**src/rtl/reg_div_seq_if.sv**
```systemverilog
// Register-file and command bundle for reg_div_seq.
// The slave modport is the divide sequencer; master is the controller and register-file side.
interface reg_div_seq_if #(
  parameter int unsigned W = 8,
  parameter int unsigned D = 4
);
  logic         start;
  logic [D-1:0] src_a;
  logic [D-1:0] src_b;
  logic [D-1:0] dst_q;
  logic [D-1:0] dst_r;
  logic         busy;
  logic         done;
  logic [D-1:0] src;
  logic [W-1:0] Read;
  logic         RegWrite;
  logic [D-1:0] writeSrc;
  logic [W-1:0] writeValue;
  logic         Writeov;

  modport master (
    output start, src_a, src_b, dst_q, dst_r, Read,
    input  busy, done, src, RegWrite, writeSrc, writeValue, Writeov
  );

  modport slave (
    input  start, src_a, src_b, dst_q, dst_r, Read,
    output busy, done, src, RegWrite, writeSrc, writeValue, Writeov
  );
endinterface

```
**src/rtl/reg_div_seq.sv**
```systemverilog
// Multi-cycle restoring unsigned divider that reads its operands from and writes its results to a
// register file. Optional macro REM_WRITE_EN adds the remainder write-back state.
module reg_div_seq #(
  parameter int unsigned W = 8,
  parameter int unsigned D = 4
) (
  input logic         CLK,
  input logic         Reset,
  reg_div_seq_if.slave bus
);

  localparam int unsigned CW = (W > 1) ? $clog2(W) : 1;

  typedef enum logic [2:0] {
    StIdle, StRdA, StRdB, StDiv, StWrQ, StWrR, StDone
  } state_e;

  state_e         state_q, state_d;
  logic [W-1:0]   q_q, q_d;
  logic [W-1:0]   div_q, div_d;
  logic [W-1:0]   rem_q, rem_d;
  logic [W:0]     rem_sh;
  logic [CW-1:0]  cnt_q, cnt_d;
  logic           ov_q, ov_d;
  logic [D-1:0]   src_a_q, src_b_q, dst_q_q;
`ifdef REM_WRITE_EN
  logic [D-1:0]   dst_r_q;
`else
  logic           unused_dst_r;
  assign unused_dst_r = ^bus.dst_r;
`endif

  assign bus.busy    = (state_q != StIdle);
  assign bus.Writeov = ov_q;

  always_comb begin
    state_d        = state_q;
    q_d            = q_q;
    div_d          = div_q;
    rem_d          = rem_q;
    cnt_d          = cnt_q;
    ov_d           = ov_q;
    bus.done       = 1'b0;
    bus.src        = '0;
    bus.RegWrite   = 1'b0;
    bus.writeSrc   = '0;
    bus.writeValue = '0;
    rem_sh         = {rem_q, q_q[W-1]};
    unique case (state_q)
      StIdle: begin
        if (bus.start) begin
          ov_d    = 1'b0;
          state_d = StRdA;
        end
      end
      StRdA: begin
        bus.src = src_a_q;
        q_d     = bus.Read;
        state_d = StRdB;
      end
      StRdB: begin
        bus.src = src_b_q;
        div_d   = bus.Read;
        cnt_d   = '0;
        if (bus.Read == '0) begin
          ov_d    = 1'b1;
          q_d     = '1;
          rem_d   = q_q;
          state_d = StWrQ;
        end else begin
          rem_d   = '0;
          state_d = StDiv;
        end
      end
      StDiv: begin
        q_d = {q_q[W-2:0], 1'b0};
        // Partial remainder stays below the divisor, so W bits hold it between steps.
        if (rem_sh >= {1'b0, div_q}) begin
          rem_d  = W'(rem_sh - {1'b0, div_q});
          q_d[0] = 1'b1;
        end else begin
          rem_d  = rem_sh[W-1:0];
        end
        cnt_d = cnt_q + 1'b1;
        if (cnt_q == CW'(W - 1)) state_d = StWrQ;
      end
      StWrQ: begin
        bus.RegWrite   = 1'b1;
        bus.writeSrc   = dst_q_q;
        bus.writeValue = q_q;
`ifdef REM_WRITE_EN
        state_d        = StWrR;
`else
        state_d        = StDone;
`endif
      end
`ifdef REM_WRITE_EN
      StWrR: begin
        bus.RegWrite   = 1'b1;
        bus.writeSrc   = dst_r_q;
        bus.writeValue = rem_q;
        state_d        = StDone;
      end
`endif
      StDone: begin
        bus.done = 1'b1;
        state_d  = StIdle;
      end
      default: state_d = StIdle;
    endcase
  end

  always_ff @(posedge CLK) begin
    if (Reset) begin
      state_q <= StIdle;
      q_q     <= '0;
      div_q   <= '0;
      rem_q   <= '0;
      cnt_q   <= '0;
      ov_q    <= 1'b0;
      src_a_q <= '0;
      src_b_q <= '0;
      dst_q_q <= '0;
`ifdef REM_WRITE_EN
      dst_r_q <= '0;
`endif
    end else begin
      state_q <= state_d;
      q_q     <= q_d;
      div_q   <= div_d;
      rem_q   <= rem_d;
      cnt_q   <= cnt_d;
      ov_q    <= ov_d;
      if (state_q == StIdle && bus.start) begin
        src_a_q <= bus.src_a;
        src_b_q <= bus.src_b;
        dst_q_q <= bus.dst_q;
`ifdef REM_WRITE_EN
        dst_r_q <= bus.dst_r;
`endif
      end
    end
  end

endmodule
```
**src/flat_wrapper.sv**
```systemverilog
// flat-port wrapper written by rule: the top's interface ports become plain ports
module reg_div_seq_flat 
#(
  parameter int unsigned W = 8,
  parameter int unsigned D = 4
)
  (CLK, Reset, bus_start, bus_src_a, bus_src_b, bus_dst_q, bus_dst_r, bus_Read, bus_busy, bus_done, bus_src, bus_RegWrite, bus_writeSrc, bus_writeValue, bus_Writeov);
  reg_div_seq_if #(.W(W), .D(D)) bus_i ();
  input logic CLK;
  input logic Reset;
  input wire logic [$bits(bus_i.start)-1:0] bus_start;
  input wire logic [$bits(bus_i.src_a)-1:0] bus_src_a;
  input wire logic [$bits(bus_i.src_b)-1:0] bus_src_b;
  input wire logic [$bits(bus_i.dst_q)-1:0] bus_dst_q;
  input wire logic [$bits(bus_i.dst_r)-1:0] bus_dst_r;
  input wire logic [$bits(bus_i.Read)-1:0] bus_Read;
  output wire logic [$bits(bus_i.busy)-1:0] bus_busy;
  output wire logic [$bits(bus_i.done)-1:0] bus_done;
  output wire logic [$bits(bus_i.src)-1:0] bus_src;
  output wire logic [$bits(bus_i.RegWrite)-1:0] bus_RegWrite;
  output wire logic [$bits(bus_i.writeSrc)-1:0] bus_writeSrc;
  output wire logic [$bits(bus_i.writeValue)-1:0] bus_writeValue;
  output wire logic [$bits(bus_i.Writeov)-1:0] bus_Writeov;
  assign bus_i.start = bus_start;
  assign bus_i.src_a = bus_src_a;
  assign bus_i.src_b = bus_src_b;
  assign bus_i.dst_q = bus_dst_q;
  assign bus_i.dst_r = bus_dst_r;
  assign bus_i.Read = bus_Read;
  assign bus_busy = bus_i.busy;
  assign bus_done = bus_i.done;
  assign bus_src = bus_i.src;
  assign bus_RegWrite = bus_i.RegWrite;
  assign bus_writeSrc = bus_i.writeSrc;
  assign bus_writeValue = bus_i.writeValue;
  assign bus_Writeov = bus_i.Writeov;
  reg_div_seq #(.W(W), .D(D)) u_core (.CLK(CLK), .Reset(Reset), .bus(bus_i));
endmodule
```
**config.mk**
```make
export PLATFORM = sky130hd
export DESIGN_NAME = reg_div_seq_flat
export DESIGN_NICKNAME = d
export VERILOG_FILES = /design/src/rtl/reg_div_seq_if.sv /design/src/rtl/reg_div_seq.sv /design/src/flat_wrapper.sv
export SDC_FILE = /design/constraint.sdc
export NUM_CORES = 1
export LEC_CHECK = 0
export ABC_AREA = 1
export CAP_MARGIN = 40
export CORE_ASPECT_RATIO = 0.6
export CORE_MARGIN = 2
export CORE_UTILIZATION = 40
export DETAILED_ROUTE_END_ITERATION = 10
export GPL_TIMING_DRIVEN = 0
export PLACE_DENSITY_LB_ADDON = 0.3
export SETUP_SLACK_MARGIN = 0.3
export SLEW_MARGIN = 20
export SYNTH_ARGS = -nofsm -noshare
export SYNTH_HDL_FRONTEND = slang
export SYNTH_SLANG_ARGS = --single-unit
export TNS_END_PERCENT = 20
```
**constraint.sdc**
```tcl
create_clock -name CLK -period 2.1 [get_ports CLK]
set_clock_uncertainty 0.1 [all_clocks]
set_input_delay 0.21 -clock CLK [delete_from_list [all_inputs] [get_ports CLK]]
set_output_delay 0.21 -clock CLK [all_outputs]
set_load 0.03 [all_outputs]
```
# --- Word-level counts from Yosys, hierarchy flattened ---
# Index checks and enable logic that the tools add are counted.
classes:
  add_sub_neg: 2
  n_mul: 0
  n_div: 0
  order_cmp: 1
  n_eq_ne: 9
  shift: 0
  mux: 19
  bitwise_logic: 0
  reduce_logical: 10
op_table:
  columns: ["op", "count"]
  rows:
  - ["2-to-1 mux 8 bit", 4]
  - ["one-hot mux 8 bit (3 select lines)", 1]
  - ["one-hot mux 8 bit (2 select lines)", 1]
  - ["one-hot mux 3 bit (5 select lines)", 1]
  - ["== test 3 bit (second input constant)", 3]
  - ["greater-or-equal comparator 9 x 8 -> 1 bit", 1]
  - ["2-to-1 mux 3 bit", 3]
  - ["logical NOT 8 bit", 1]
  - ["one-hot mux 4 bit (2 select lines)", 1]
  - ["subtractor 8 bit", 1]
  - ["== test 3 x 2 -> 1 bit (second input constant)", 2]
  - ["one-hot mux 3 bit (2 select lines)", 1]
  - ["nonzero test 3 bit", 2]
  - ["2-to-1 mux 1 bit", 5]
  - ["2-to-1 mux 4 bit", 1]
  - ["!= test 2 x 1 -> 1 bit (second input constant)", 2]
  - ["AND reduction 2 bit", 2]
  - ["nonzero test 2 bit", 2]
  - ["adder 3 x 1 -> 3 bit (second input constant)", 1]
  - ["== test 3 x 1 -> 1 bit (second input constant)", 1]
  - ["logical NOT 3 bit", 1]
  - ["AND reduction 3 bit", 1]
  - ["!= test 2 bit (second input constant)", 1]
  - ["one-hot mux 1 bit (2 select lines)", 1]
  - ["logical AND 1 bit", 1]
totals:
  regBits: 43
  latchBits: 0
  mem_bits_rw: 0
  mem_bits_ro: 0
  input_bits: 27
  out_inout_bits: 20
  wordCells: 50
  memories: 0

# --- Longest topological paths before layout ---
logic_depth:
  depth_word: 3
  mapped_depth: 12
  ltp_nobuf: 12

# --- Worst setup path after synthesis ---
# No wires, ideal clock.
synth_path:
  kind: "register to output"
  startpoint: "register u_core.state_q[0]"
  endpoint: "output port bus_writeSrc[0]"
  arrival_ps: 1765
  required_ps: 1790
  slack_ps: 25
  stages_incl_launch_ff: 7
  n_path_buf: 1
  cell_sequence: "dfxtp_1 nor2_1 inv_2 nor2_1 inv_1 clkbuf_1 nor2_1"
synth_between:
  elab_chain_len: 2
synth_lines:
  columns: ["element", "line", "source"]
  rows:
  - ["start: declaration", "reg_div_seq.sv:18", "state_e state_q, state_d;"]
  - ["start signal: assignment", "reg_div_seq.sv:115", "state_q <= StIdle;"]
  - ["start signal: assignment", "reg_div_seq.sv:128", "state_q <= state_d;"]
  - ["== test 3 bit", "reg_div_seq.sv:49", "unique case (state_q)"]
  - ["2-to-1 mux 4 bit", "reg_div_seq.sv:49", null]
  - ["end: declaration", "flat_wrapper.sv:21", "output wire logic [$bits(bus_i.writeSrc)-1:0] bus_writeSrc;"]
# Every way passes these cells.

# --- Worst setup path in the final report ---
layout_path:
  startpoint: "register u_core.state_q[0]"
  endpoint: "output port bus_RegWrite"
layout_between:
  elab_chain_len: 2
layout_lines:
  columns: ["element", "line", "source"]
  rows:
  - ["== test 3 bit", "reg_div_seq.sv:49", null]
  - ["2-to-1 mux 1 bit", "reg_div_seq.sv:49", null]
  - ["end: declaration", "flat_wrapper.sv:20", "output wire logic [$bits(bus_i.RegWrite)-1:0] bus_RegWrite;"]
# Every way passes these cells.

==> results_dict.tcl <==
set metrics [dict create \
    io_buffers 41 \
    start_kind "flop" \
    synth_area_leaders "dfxtp_1 (33%), inv_1 (8.6%), nand2_1 (7.6%), a21oi_1 (7.1%), nand3_2 (6.5%)" \
    dp_slack_ns -0.144 \
    path_class "flop to output pin" \
    diodes 0 \
    fin_nets 458 \
    setup_slack_ns 0.126 \
    place_congestion 0.833 \
    yosysUniqueCellTypes 36 \
    status "finished, final reports clean" \
    cp_slowest_stage_delay_ns 0.68 \
    rsz0062_at_grt "true" \
    dp_hpwl_mm 5.78 \
    die_y_um 66.6 \
    setup_violations 0 \
    grt_pass1_vias 2532 \
    syn_avg_cell_area_um2 7.11 \
    instances_no_fill 505 \
    whs_ns 0.171 \
    worst-slew-pin-transition_ns 0.501 \
    ys_seq_area_frac 0.330 \
    ctsHoldBuffers 0 \
    ff_latch_area_um2 873 \
    fp.dieW_um 108 \
    end_kind "output pin" \
    ios 47 \
    cts_root_buffer "clkbuf_8" \
    wl_per_cell_um 15.7 \
    synth_enable_flop_cells 0 \
    grt.overflow.total 0 \
    finalCritPeriodShare 0.940 \
    yosys_warnings 0 \
    async_flop_share 0 \
    syn-num-nets 405 \
    clock-sinks 43 \
    postRouteAntennaNets 0 \
    grt.total_usage 0.221 \
    yosysTopAreaCellShare 0.330 \
    path_clk_slew_ns 0.08 \
    drt-total-wl_mm 7.92 \
    critPathTopFamily "buffers and inverters" \
    maxCapViolations 0 \
    drive_gt1_frac 0.306 \
    fin_area_mm2 0.00354 \
    clockBufferDepth 2 \
    area_growth_pct 35.7 \
    h-tree-depth 2 \
    fmax_mhz 507 \
    die_area_mm2 0.00721 \
    crit_chain "nor2_1 -> inv_2 -> nor2_4 -> clkdlybuf4s50_1" \
    place_inst 492 \
    synth_commonest_cells "inv_1 (60), nand2_1 (53), dfxtp_1 (43), a21oi_1 (37), o21ai_0 (28)" \
    drt_iter0_drc 231 \
    yosysTopAreaCell "dfxtp_1" \
    netlist_area_mm2 0.00261 \
    drc 0 \
    nFillCells 629 \
    synth-main-ff-cell "dfxtp_1" \
    first_pass_iters 4 \
    cts_tree "yes" \
    initial_core_util 0.419 \
    multi_input_area_mm2 0.00168 \
    syn-instance-count 367 \
    required_ns 1.79 \
    row_count 22 \
    clock_latency_ns 0.30 \
    yosysMostFrequentCell "inv_1" \
    synth_seq_cells 43 \
    worstPathBufferInverterCount 2 \
    worstPathArrival_ns 1.66 \
    dpl-instance-area_mm2 0.00321 \
    viasPerCell 5.28 \
    core_area_mm2 0.00622 \
    num_vias 2666 \
    critPathMaxFanout 5 \
    hold_viol_final 0 \
    antenna_found_initial 0 \
    hold_path_class "input pin to flop" \
    relSlewSlack 0.666 \
    min_period_ns 1.97 \
    cts_buffers 5 \
    grt_pass1_wl_mm 12.3 \
    grt_max_degree 14 \
    crit_slowest_cell "clkdlybuf4s50_1" \
    report.final.slew_viol_count 0 \
]
kinds of logic (layout without fill, tap and decap cells):
family          Yosys count  count (layout)  share of synthesized area
compound gates          103             103                      0.224
xor+xnor                  3               3                     0.0101
fa+ha+maj                11              11                     0.0556
buf+inv                  84             137                      0.130
flops                    43              43                      0.330
simple gates            123             124                      0.250
final timing paths:
check	end	slack, ns	depth (start not counted)	startpoint
max reg2reg	u_core.rem_q[4]$_SDFFE_PP0N_	0.23	8	u_core.q_q[7]$_SDFFE_PP0P_
max	bus_RegWrite	0.13	4	u_core.state_q[0]$_SDFFE_PP0P_
min reg2reg	u_core.dst_q_q[3]$_SDFFE_PP0P_	0.36	2	u_core.dst_q_q[3]$_SDFFE_PP0P_
min	u_core.cnt_q[2]$_SDFFE_PP0N_	0.17	2	Reset
through the flow:
step                setup TNS (ns)   util
detailed placement          -0.990  0.515
global route                     0  0.569
CTS                              0  0.531
finish                           0  0.569
floorplan                        0      -
global placement            -0.683  0.515
placed cells by master, fill, tap and decap left out, types with 2 or more instances in the layout:
master / count
nand2_4: 3
o21ai_1: 15
dlygate4sd2_1: 3
clkbuf_8: 6
dfxtp_1: 35
a22oi_1: 6
dfxtp_2: 7
nor2_4: 14
nand3_1: 9
inv_1: 53
xor2_1: 2
clkbuf_1: 3
a21oi_2: 8
buf_4: 10
nor2_1: 12
nand2_1: 46
ha_4: 8
clkdlybuf4s50_1: 23
nand3_2: 17
nand4_1: 4
ha_1: 2
or2_1: 2
inv_2: 18
buf_2: 11
nand3_4: 2
nand2_2: 8
a21oi_1: 37
buf_6: 5
o22ai_1: 3
o21ai_0: 28
registers in the layout (all words and copies together) (netlist names):
signal / count
u_core.rem_q: 8
u_core.cnt_q: 3
u_core.src_a_q: 4
u_core.src_b_q: 4
u_core.dst_q_q: 4
u_core.q_q: 8
u_core.div_q: 8
u_core.state_q: 3
u_core.bus.Writeov: 1
per-layer routing:
metal,global-route usage,vias to the layer above,routed length (um)
li1,-,1308,-
met4,0.0417,0,53
met5,0,-,0
met3,0.0695,9,578
met1,0.331,1261,4040
met2,0.306,88,3250
area by class of cell:
| type | instances | share of cell area |
|---|---|---|
| multi-input cells | 241 | 0.475 |
| clock buffers | 6 | 0.0233 |
| repair buffers | 45 | 0.110 |
| clock inverters | 2 | 0.00990 |
| flip-flops and latches | 43 | 0.247 |
| plain buffers | 13 | 0.0304 |
| inverters | 71 | 0.0753 |
| well taps | 84 | 0.0297 |
timing repair:
action / in CTS / in global routing
gates resized for setup: 84 / 51
pin swaps: 1 / 11
cloned: 0 / 1
endpoints found under the setup margin: 27 / 30
buffers inserted: 0 / 4
Power is left out: the tool's default activity adds up to more than one toggle a clock period on the data nets, which glitch-free logic cannot reach.
